<file path="src/rtl/mii_frame_gen_pkg.sv">
// Shared types and constants for the MII/GMII frame generator.
// Section sequencing lives here so the FSM and any later checker agree on it.
package mii_gen_pkg;

  localparam int         DEF_LEN_W     = 17;
  localparam logic [7:0] PREAMBLE_BYTE = 8'h55;
  localparam logic [7:0] SFD_BYTE      = 8'hD5;

  typedef enum logic [2:0] {
    IDLE,
    PRE,
    SFD,
    PAY,
    IPG
  } gen_state_e;

  // Frame sections always run in the order PRE -> SFD -> PAY -> IPG.
  function automatic gen_state_e next_section(input gen_state_e s);
    case (s)
      PRE:     return SFD;
      SFD:     return PAY;
      PAY:     return IPG;
      default: return IDLE;
    endcase
  endfunction

endpackage

</file>
<file path="src/rtl/mii_frame_gen_if.sv">
// Request/stream bundle between a frame generator and whoever drives or watches it.
// Signal names match the PCS testbench harness so existing scoreboards can bind directly.
interface mii_frame_gen_if
  import mii_gen_pkg::*;
#(
  parameter int LEN_W = DEF_LEN_W
);

  logic             GBspeed;
  logic             start;
  logic [LEN_W-1:0] len_in;
  logic [7:0]       seed_in;
  logic             err_en;
  logic [LEN_W-1:0] err_pos;

  logic [7:0]       data_out;
  logic             dv_out;
  logic             err_out;
  logic             busy;
  logic             done;
  logic [LEN_W-1:0] len_out;
  logic             len_wr;

  modport master (
    output GBspeed, start, len_in, seed_in, err_en, err_pos,
    input  data_out, dv_out, err_out, busy, done, len_out, len_wr
  );

  modport slave (
    input  GBspeed, start, len_in, seed_in, err_en, err_pos,
    output data_out, dv_out, err_out, busy, done, len_out, len_wr
  );

endinterface

</file>
<file path="src/rtl/mii_nibble_tx.sv">
// Registered byte-to-line stage: one beat per byte in GMII, low/high nibble beats in MII.
// byte_done_o flags that the beat now on the line is the last beat of its byte.
module mii_nibble_tx (
  input  logic       clk,
  input  logic       rst,
  input  logic       gb_i,
  input  logic       load_i,
  input  logic [7:0] byte_i,
  input  logic       err_i,
  input  logic       valid_i,
  output logic [7:0] data_o,
  output logic       dv_o,
  output logic       err_o,
  output logic       byte_done_o
);

  logic [3:0] hi_q;
  logic       gb_q;
  logic       half_q;
  logic       active_q;
  logic [7:0] data_q;
  logic       dv_q;
  logic       err_q;

  assign byte_done_o = active_q & (gb_q | half_q);

  // NOTE: sequential state uses non-blocking (<=) so every register sees pre-edge values.
  always_ff @(posedge clk or posedge rst) begin
    if (rst) begin
      hi_q     <= '0;
      gb_q     <= 1'b0;
      half_q   <= 1'b0;
      active_q <= 1'b0;
      data_q   <= '0;
      dv_q     <= 1'b0;
      err_q    <= 1'b0;
    end else if (load_i) begin
      hi_q     <= byte_i[7:4];
      gb_q     <= gb_i;
      half_q   <= 1'b0;
      active_q <= 1'b1;
      data_q   <= gb_i ? byte_i : {4'h0, byte_i[3:0]};
      dv_q     <= valid_i;
      err_q    <= err_i;
    end else if (active_q && !byte_done_o) begin
      // Second MII beat: dv and err stay as loaded.
      half_q   <= 1'b1;
      data_q   <= {4'h0, hi_q};
    end else begin
      active_q <= 1'b0;
      half_q   <= 1'b0;
      data_q   <= '0;
      dv_q     <= 1'b0;
      err_q    <= 1'b0;
    end
  end

  assign data_o = data_q;
  assign dv_o   = dv_q;
  assign err_o  = err_q;

endmodule

</file>
<file path="src/rtl/mii_frame_gen.sv">
// Frame transmitter: preamble, SFD, counting payload and IPG, with optional error injection.
// state_q always names the section of the byte currently held in the line stage.
module mii_frame_gen
  import mii_gen_pkg::*;
#(
  parameter int LEN_W        = DEF_LEN_W,
  parameter int PREAMBLE_LEN = 7,
  parameter int IPG_BYTES    = 12
) (
  input  logic           clk,
  input  logic           rst,
  mii_frame_gen_if.slave bus
);

  localparam logic [LEN_W-1:0] PRE_LAST = LEN_W'(PREAMBLE_LEN - 1);
  localparam logic [LEN_W-1:0] IPG_LAST = LEN_W'(IPG_BYTES - 1);
  localparam logic [LEN_W-1:0] IPG_PEN  = LEN_W'(IPG_BYTES - 2);

  gen_state_e       state_q, state_d, nxt_state;
  logic [LEN_W-1:0] cnt_q, cnt_d, nxt_cnt;
  logic [LEN_W-1:0] len_q, len_d;
  logic [7:0]       seed_q, seed_d;
  logic             err_en_q, err_en_d;
  logic [LEN_W-1:0] err_pos_q, err_pos_d;
  logic             speed_q, speed_d;
  logic             busy_q, busy_d;
  logic             done_q, done_d;
  logic [LEN_W-1:0] len_out_q, len_out_d;
  logic             len_wr_q, len_wr_d;

  logic       tx_load, tx_err, tx_valid, tx_gb, tx_byte_done;
  logic [7:0] tx_byte;
  logic       sect_last, ipg_end;

  // Speed is taken live only for the very first byte; after that the latched copy rules.
  assign tx_gb = (state_q == IDLE) ? bus.GBspeed : speed_q;

  // The final IPG beat carries no data, so the FSM drops to IDLE as that beat is launched:
  // done coincides with the last idle beat and a start then lands with exactly IPG between.
  assign ipg_end = (state_q == IPG) &&
                   (speed_q ? (tx_byte_done && cnt_q == IPG_PEN)
                            : (!tx_byte_done && cnt_q == IPG_LAST));

  // NOTE: every always_comb output gets a default first, so no path can infer a latch.
  always_comb begin
    state_d   = state_q;
    cnt_d     = cnt_q;
    len_d     = len_q;
    seed_d    = seed_q;
    err_en_d  = err_en_q;
    err_pos_d = err_pos_q;
    speed_d   = speed_q;
    busy_d    = busy_q;
    done_d    = 1'b0;
    len_out_d = len_out_q;
    len_wr_d  = 1'b0;
    tx_load   = 1'b0;
    tx_byte   = '0;
    tx_err    = 1'b0;
    tx_valid  = 1'b0;

    unique case (state_q)
      PRE:     sect_last = (cnt_q == PRE_LAST);
      SFD:     sect_last = 1'b1;
      PAY:     sect_last = (cnt_q == len_q - LEN_W'(1));
      default: sect_last = 1'b0;
    endcase
    nxt_state = sect_last ? next_section(state_q) : state_q;
    nxt_cnt   = sect_last ? '0 : cnt_q + LEN_W'(1);

    if (state_q == IDLE) begin
      if (bus.start && bus.len_in != '0) begin
        state_d   = PRE;
        cnt_d     = '0;
        len_d     = bus.len_in;
        seed_d    = bus.seed_in;
        err_en_d  = bus.err_en;
        err_pos_d = bus.err_pos;
        speed_d   = bus.GBspeed;
        busy_d    = 1'b1;
        tx_load   = 1'b1;
        tx_byte   = PREAMBLE_BYTE;
        tx_valid  = 1'b1;
      end
    end else if (ipg_end) begin
      state_d = IDLE;
      cnt_d   = '0;
      busy_d  = 1'b0;
      done_d  = 1'b1;
    end else if (tx_byte_done) begin
      state_d = nxt_state;
      cnt_d   = nxt_cnt;
      tx_load = 1'b1;
      case (nxt_state)
        PRE: begin
          tx_byte  = PREAMBLE_BYTE;
          tx_valid = 1'b1;
        end
        SFD: begin
          tx_byte  = SFD_BYTE;
          tx_valid = 1'b1;
        end
        PAY: begin
          // nxt_cnt < len here, so an err_pos at or beyond len can never match.
          tx_byte  = seed_q + nxt_cnt[7:0];
          tx_err   = err_en_q && (nxt_cnt == err_pos_q);
          tx_valid = 1'b1;
        end
        default: ;
      endcase
      if (state_q == PAY && sect_last) begin
        len_wr_d  = 1'b1;
        len_out_d = len_q;
      end
    end
  end

  always_ff @(posedge clk or posedge rst) begin
    if (rst) begin
      state_q   <= IDLE;
      cnt_q     <= '0;
      len_q     <= '0;
      seed_q    <= '0;
      err_en_q  <= 1'b0;
      err_pos_q <= '0;
      speed_q   <= 1'b0;
      busy_q    <= 1'b0;
      done_q    <= 1'b0;
      len_out_q <= '0;
      len_wr_q  <= 1'b0;
    end else begin
      state_q   <= state_d;
      cnt_q     <= cnt_d;
      len_q     <= len_d;
      seed_q    <= seed_d;
      err_en_q  <= err_en_d;
      err_pos_q <= err_pos_d;
      speed_q   <= speed_d;
      busy_q    <= busy_d;
      done_q    <= done_d;
      len_out_q <= len_out_d;
      len_wr_q  <= len_wr_d;
    end
  end

  mii_nibble_tx u_tx (
    .clk        (clk),
    .rst        (rst),
    .gb_i       (tx_gb),
    .load_i     (tx_load),
    .byte_i     (tx_byte),
    .err_i      (tx_err),
    .valid_i    (tx_valid),
    .data_o     (bus.data_out),
    .dv_o       (bus.dv_out),
    .err_o      (bus.err_out),
    .byte_done_o(tx_byte_done)
  );

  assign bus.busy    = busy_q;
  assign bus.done    = done_q;
  assign bus.len_out = len_out_q;
  assign bus.len_wr  = len_wr_q;

endmodule

</file>
<file path="src/flat_wrapper.sv">
// flat-port wrapper written by rule: the top's interface ports become plain ports
module mii_frame_gen_flat import mii_gen_pkg::*;
#(
  parameter int LEN_W        = DEF_LEN_W,
  parameter int PREAMBLE_LEN = 7,
  parameter int IPG_BYTES    = 12
)
  (clk, rst, bus_GBspeed, bus_start, bus_len_in, bus_seed_in, bus_err_en, bus_err_pos, bus_data_out, bus_dv_out, bus_err_out, bus_busy, bus_done, bus_len_out, bus_len_wr);
  mii_frame_gen_if #(.LEN_W(LEN_W)) bus_i ();
  input  logic clk;
  input  logic rst;
  input wire logic [$bits(bus_i.GBspeed)-1:0] bus_GBspeed;
  input wire logic [$bits(bus_i.start)-1:0] bus_start;
  input wire logic [$bits(bus_i.len_in)-1:0] bus_len_in;
  input wire logic [$bits(bus_i.seed_in)-1:0] bus_seed_in;
  input wire logic [$bits(bus_i.err_en)-1:0] bus_err_en;
  input wire logic [$bits(bus_i.err_pos)-1:0] bus_err_pos;
  output wire logic [$bits(bus_i.data_out)-1:0] bus_data_out;
  output wire logic [$bits(bus_i.dv_out)-1:0] bus_dv_out;
  output wire logic [$bits(bus_i.err_out)-1:0] bus_err_out;
  output wire logic [$bits(bus_i.busy)-1:0] bus_busy;
  output wire logic [$bits(bus_i.done)-1:0] bus_done;
  output wire logic [$bits(bus_i.len_out)-1:0] bus_len_out;
  output wire logic [$bits(bus_i.len_wr)-1:0] bus_len_wr;
  assign bus_i.GBspeed = bus_GBspeed;
  assign bus_i.start = bus_start;
  assign bus_i.len_in = bus_len_in;
  assign bus_i.seed_in = bus_seed_in;
  assign bus_i.err_en = bus_err_en;
  assign bus_i.err_pos = bus_err_pos;
  assign bus_data_out = bus_i.data_out;
  assign bus_dv_out = bus_i.dv_out;
  assign bus_err_out = bus_i.err_out;
  assign bus_busy = bus_i.busy;
  assign bus_done = bus_i.done;
  assign bus_len_out = bus_i.len_out;
  assign bus_len_wr = bus_i.len_wr;
  mii_frame_gen #(.LEN_W(LEN_W), .PREAMBLE_LEN(PREAMBLE_LEN), .IPG_BYTES(IPG_BYTES)) u_core (.clk(clk), .rst(rst), .bus(bus_i));
endmodule
</file>
<file path="config.mk">
export PLATFORM = sky130hd
export DESIGN_NAME = mii_frame_gen_flat
export DESIGN_NICKNAME = d
export VERILOG_FILES = /design/src/rtl/mii_frame_gen_pkg.sv /design/src/rtl/mii_frame_gen_if.sv /design/src/rtl/mii_nibble_tx.sv /design/src/rtl/mii_frame_gen.sv /design/src/flat_wrapper.sv
export SDC_FILE = /design/constraint.sdc
export NUM_CORES = 1
export LEC_CHECK = 0
export BUFFER_PORTS_ARGS = -buffer_cell sky130_fd_sc_hd__buf_2
export CAP_MARGIN = 20
export CORE_MARGIN = 10
export CORE_UTILIZATION = 65
export CTS_BUF_LIST = sky130_fd_sc_hd__clkbuf_4
export DETAILED_ROUTE_END_ITERATION = 10
export GPL_TIMING_DRIVEN = 1
export PLACE_DENSITY = 0.88
export SYNTH_ARGS = -nofsm -noshare
export SYNTH_HDL_FRONTEND = slang
export SYNTH_HIERARCHICAL = 1
export SYNTH_SLANG_ARGS = --single-unit
</file>
<file path="constraint.sdc">
create_clock -name clk -period 12.6 [get_ports clk]
set_input_delay 0.63 -clock clk [delete_from_list [all_inputs] [get_ports clk]]
set_output_delay 0.63 -clock clk [all_outputs]
set_load 0.05 [all_outputs]
</file>
### After elaboration in Yosys (flattened, before gate mapping)

Cells that the tools add are included.

| word-level totals | value |
|---|---|
| bits in registers | 101 |
| bits of input ports | 47 |
| output and inout bits | 30 |
| word-level logic and storage cells | 105 |

| cells by class | value |
|---|---|
| $add $sub $neg | 3 |
| eq/ne operators | 14 |
| muxes and demuxes | 49 |
| bitwise logic cells | 4 |
| reduce and logical (&&, ||, !) cells | 17 |

Operators by type and width:

| operator | number |
|---|---|
| 17-bit two-way mux | 5 |
| 8-bit two-way mux | 5 |
| 17-bit == test | 2 |
| 17-bit by 4-bit == test with 1-bit output (second input constant) | 2 |
| 1-bit two-way mux | 29 |
| 8-bit case mux with 3 select lines | 1 |
| 17-bit by 1-bit adder with 17-bit output (second input constant) | 1 |
| 17-bit by 3-bit == test with 1-bit output (second input constant) | 1 |
| 17-bit nonzero test | 1 |
| 17-bit by 1-bit subtractor with 17-bit output (second input constant) | 1 |
| 3-bit two-way mux | 5 |
| 3-bit by 2-bit == test with 1-bit output (second input constant) | 4 |
| 3-bit case mux with 3 select lines | 1 |
| 8-bit adder | 1 |
| 1-bit logical AND | 7 |
| 7-bit two-way mux | 1 |
| 3-bit by 1-bit == test with 1-bit output (second input constant) | 2 |
| 2-bit AND reduction | 3 |
| 4-bit two-way mux | 1 |
| 4-bit AND reduction | 1 |
| 3-bit == test (second input constant) | 1 |
| 3-bit zero test | 1 |
| 1-bit case mux with 3 select lines | 1 |
| 3-bit nonzero test | 1 |
| 8 further kinds | 9 |

### Longest topological paths before layout

| depth | value |
|---|---|
| word-level depth | 11 |
| depth in mapped cells | 23 |
| gate-level depth less buffers | 20 |

### Hierarchy

The synthesis kept the hierarchy.

Modules (own cells, without submodules):

| module | instances | cells an instance | area an instance (µm²) | sequential area each (µm²) |
|---|---|---|---|---|
| mii_frame_gen | 1 | 633 | 5,265.0 | 2,102.0 |
| mii_nibble_tx | 1 | 45 | 650.6 | 425.4 |

### Worst setup path after synthesis

No wires, ideal clock.

| timing path | value |
|---|---|
| path type | flip-flop to flip-flop |
| start point | register u_core.len_q[0] |
| end point | register u_core.u_tx.data_q[6] (netlist: u_core/u_tx/data_o[6]) |
| arrival time | 5,010 ps |
| data required time | 12,533 ps |
| path slack | 7,524 ps |
| stages on the path, launching flop included | 22 |
| path buffers | 3 |
| period minus slack after synthesis | 5,076 ps |
| cells stage by stage | dfrtp_1 > inv_1 > ha_1 > or3b_1 > buf_2 > or4_4 > a21oi_2 > xnor2_1 > or4_4 > nor4b_4 > a21o_1 > buf_2 > buf_6 > nor2_1 > ha_1 > nand2_1 > a221oi_1 > nor3_1 > maj3_1 > o21a_1 > o211ai_1 > and3_1 |

| on the way | value |
|---|---|
| word-level cells in the longest chain between the ends | 11 |
| elaborated cells on any way between the ends | 15 |

Ends and longest elaborated chain:

| element | line | source |
|---|---|---|
| start: declaration | mii_frame_gen.sv:21 | `logic [LEN_W-1:0] len_q, len_d;` |
| start signal: assignment | mii_frame_gen.sv:134 | `len_q <= len_d;` |
| 17-bit by 1-bit subtractor with 17-bit output (*) | mii_frame_gen.sv:65 | `PAY: sect_last = (cnt_q == len_q - LEN_W'(1));` |
| 17-bit == test (*) | mii_frame_gen.sv:65 |  |
| 1-bit case mux with 3 select lines (*) | mii_frame_gen.sv:62 | `unique case (state_q)` |
| 17-bit two-way mux / 3-bit two-way mux (equally long branches) | mii_frame_gen.sv:69, mii_frame_gen.sv:68 |  |
| 8-bit adder (tied with other cells) | mii_frame_gen.sv:105 | `tx_byte = seed_q + nxt_cnt[7:0];` |
| 8-bit case mux with 3 select lines (*) | mii_frame_gen.sv:94 | `case (nxt_state)` |
| 8-bit two-way mux (*) | mii_frame_gen.sv:90 | `end else if (tx_byte_done) begin` |
| 8-bit two-way mux (*) | mii_frame_gen.sv:85 | `end else if (ipg_end) begin` |
| 8-bit two-way mux (*) | mii_frame_gen.sv:71 | `if (state_q == IDLE) begin` |
| net u_core.tx_byte[6] | mii_frame_gen.sv:32 | `logic [7:0] tx_byte;` |
| 8-bit two-way mux (*) | mii_nibble_tx.sv:42 | `data_q <= gb_i ? byte_i : {4'h0, byte_i[3:0]};` |
| 8-bit two-way mux (*) | mii_nibble_tx.sv:37 | `end else if (load_i) begin` |
| end signal: assignment | mii_nibble_tx.sv:42 |  |
| end signal: assignment | mii_nibble_tx.sv:48 | `data_q <= {4'h0, hi_q};` |
| end: declaration | mii_nibble_tx.sv:21 | `logic [7:0] data_q;` |

The timed path passes the listed nets; every way through them passes the cells marked *.
A chain may end at the register's enable or synchronous reset.

### Worst setup path in the final report

| timing path | value |
|---|---|
| start point | register u_core.len_q[0] |
| end point | register u_core.u_tx.data_q[7] (netlist: u_core/u_tx/data_o[7]) |

The elaborated chain is that of the path after synthesis.

==> metrics.csv <==
stage,metric,value,unit
outcome,outcome,completed,
die,die area,13300,µm²
critical_path,Slowest cell on crit path,a21o_1,
layout,nets,789,
detailed_routing,Residual DRC,0,
sta,slew margin rel.,44.5,%
yosys,post-synthesis area per instance,8.73,µm²
yosys,Syn. warnings,6,
sta,worst slew pin tran,826,ps
place,gpl congestion,0.913,
cts,# resized after CTS,0,
place,pre-CTS WS,6920,ps
critical_path,CP Class,flop to flop,
place,"Cell Area, Placed",6290,µm²
yosys,multiplexer area fraction after synthesis,3.89,%
hold_path,min-delay worst type,primary input to async pin,
detailed_routing,final wirelength,15.4,mm
layout,share of post-route cells with drive strength above 1,17.4,%
power,PD cells,81.4,nW/µm²
grt,total global-route track usage,23.6,%
detailed_routing,antenna-violating nets left,0,
power,Peak VDD IR,0.0470,mV
die,die height,115,µm
cts,Root Buffer,clkbuf_4,
grt,vias in the first global route,5076,
yosys,Yosys cell types,70,
cts,CTS tree,yes,
layout,Layout area overhead,9.35,%
yosys,Post-synth ARST share,100,%
layout,Final Cell Area,6470,µm²
grt,initial antenna violation count,0,
sta,setup violators final,0,
cts,clock latency on the worst-skew pair,440,ps
die,Initial Utilization,67.2,%
yosys,Synth Instances,678,
cts,"Clk pin slew, worst setup/hold paths",150,ps
grt,remaining global-route overflow,0,
cts,H-Tree Depth,3,
sta,final hold violations,0,
grt,largest net degree at the start of global routing,85,
yosys,number of synthesized flops with an enable pin,0,
yosys,Post-Synth Simple-Gate Area,25.7,%
sta,period utilisation layout,46.0,%
cts,Hold Buf Count CTS,0,
critical_path,worst-path fanout max,20,
detailed_routing,via count,5258,
sta,setup ws final,6810,ps
yosys,"Seq/Total Area, Yosys",42.7,%
critical_path,crit-path cells,inv_1 > ha_1 > or3b_1 > or4_4 > a21oi_2 > xnor2_1 > or4_4 > nor4b_4 > a21o_1 > nor2_1 > ha_1 > a21o_1 > a21oi_1 > o32ai_1 > a21oi_1 > or3_1 > and3_1,
sta,post-layout min period,5790,ps
detailed_routing,1st-iter DRT viols,434,
cts,number of clock sinks,101,
cts,CTS Buf Count,9,
detailed_routing,first-pass detailed-route iteration total,5,
critical_path,crit path capture type,flop,
grt,first-pass GRT wire length,25.4,mm
yosys,Yosys reg bits,101,
critical_path,WP data arrival,6130,ps
power,static leakage,3.12,nW
place,PortBufs,76,
run,maxcap violations,0,
place,DP Wirelength,11.4,mm
sta,Layout Skew,16.9,ps
die,Cell Rows,34,
yosys,Post-Synth XOR/XNOR Area,6.60,%
sta,RSZ-0062 raised after global routing,no,
detailed_routing,DR WL/cell,18.2,µm
yosys,"Top FF cell, synth",dfrtp_1,
detailed_routing,Vias/cell,6.23,
critical_path,"Req. time, crit path",12940,ps
yosys,Synth Area in Compound Gates,14.2,%
layout,diode count,0,
yosys,Adder-Cell Fraction of Synth Area,2.20,%
cts,clock buffer depth,2,
die,Ports,77,
critical_path,crit start category,flop,
critical_path,CP max stage delay,600,ps
yosys,Post-Syn Area,5920,µm²
yosys,syn_nets,734,
cts,Setup Buffers After CTS,0,
layout,"most common cell after layout, fill and taps aside",nand2_1,
die,core area,8810,µm²
die,die span in x,115,µm
yosys,largest family of logic cells by synthesized area,simple AND/OR/NAND/NOR gates,
sta,Max Freq,173,MHz
sta,final-report max-slew violation count,0,
layout,fin util,73.5,%
layout,most frequent cells in the layout,"nand2_1 (151), dfrtp_1 (101), buf_2 (76)",
sta,worst hold slack,169,ps
sta,Setup TNS,0,ps
[synth_stat cells, types with 4 or more instances]
library cell | n | area, µm²
a21o_1 | 8 | 60.1
a21oi_1 | 20 | 100
a22o_1 | 7 | 61.3
a31oi_1 | 7 | 43.8
and3_1 | 10 | 62.6
buf_6 | 5 | 56.3
clkbuf_1 | 29 | 109
dfrtp_1 | 101 | 2530
ha_1 | 8 | 100
inv_1 | 22 | 82.6
mux2_2 | 16 | 180
mux2i_1 | 5 | 50.1
nand2_1 | 151 | 567
nand2b_1 | 9 | 56.3
nand3_1 | 21 | 105
nand4_1 | 9 | 56.3
nor2_1 | 43 | 161
nor2b_1 | 7 | 43.8
nor3_1 | 14 | 70.1
nor3b_1 | 4 | 30.0
nor4_1 | 10 | 62.6
nor4b_1 | 7 | 61.3
o211ai_1 | 4 | 30.0
o21ai_0 | 47 | 235
o31ai_1 | 6 | 45.0
o32ai_1 | 5 | 43.8
or3_1 | 4 | 25.0
or4_1 | 5 | 37.5
xnor2_1 | 20 | 175
xor2_1 | 22 | 193
[final timing paths]
kind	depth (start not counted)	from	slack (ps)	endpoint
max	17	u_core/len_q[0]	6810	u_core/u_tx/data_o[7]
min	3	rst	170	u_core/err_pos_q[6]
max reg2reg	17	u_core/len_q[0]	6810	u_core/u_tx/data_o[7]
min reg2reg	2	u_core/bus.len_out[12]	490	u_core/bus.len_out[12]
max in group asynchronous	4	rst	11810	u_core/bus.len_out[2]
min in group clk	3	bus_err_pos[6]	370	u_core/err_pos_q[6]
[flip-flops by register name, indices dropped and copies added (netlist names), 3 cells and up]
signal and count:
u_core/u_tx/hi_q 4, u_core/bus.len_out 17, u_core/cnt_q 17, u_core/err_pos_q 17, u_core/len_q 17, u_core/state_q 3
u_core/u_tx/data_o 8, u_core/seed_q 8
[power breakdown]
| group | internal (mW) | switching [mW] | total [mW] |
|---|---|---|---|
| sequential | 0.324 | 0 | 0.324 |
| clock | 0.0808 | 0.106 | 0.186 |
| combinational | 0.00660 | 0.00950 | 0.0161 |
| total | 0.412 | 0.115 | 0.527 |
[layout make-up]
class | instances | area (µm²)
Timing Repair Buffer | 83 | 454
Clock buffer | 10 | 75.1
Multi-Input combinational cell | 515 | 3110
Inverter | 23 | 87.6
Tap cell | 108 | 135
Sequential cell | 101 | 2530
Fill cell | 674 | 2340
Clock inverter | 4 | 75.1
[per-layer routing]
metal / GRT usage, % / up-vias / share of wire (%)
met5: 0 / - / 0
met3: 3.80 / 28 / 7.1
met1: 32.6 / 2537 / 45
met2: 37.6 / 225 / 46
li1: - / 2468 / -
met4: 6.42 / 0 / 1.9
[per-stage QoR]
stage / std cells / total power, mW
6_report: 844 / 0.527
3_5_place_dp: 828 / 0.346
4_1_cts: 842 / 0.529
3_3_place_gp: 827 / 0.345
2_1_floorplan: 678 / 0.336
5_1_grt: 844 / 0.543
[cells by family after synthesis]
logic type / Yosys count
buffers and inverters: 62
multiplexers: 21
flip-flops: 101
adder cells (fa/ha/maj): 10
AO/OA/AOI/OAI: 129
AND/OR/NAND/NOR: 312
XOR/XNOR: 43
[worst max-delay path, delay by kind of cell (launching register included)]
kind,cells,cell delay [ps]
AO/OA/AOI/OAI,6,1690
flip-flops,1,470
adder cells (fa/ha/maj),2,570
XOR/XNOR,1,110
buffers and inverters,1,130
AND/OR/NAND/NOR,7,2710
(Power assumes the default switching activity.)
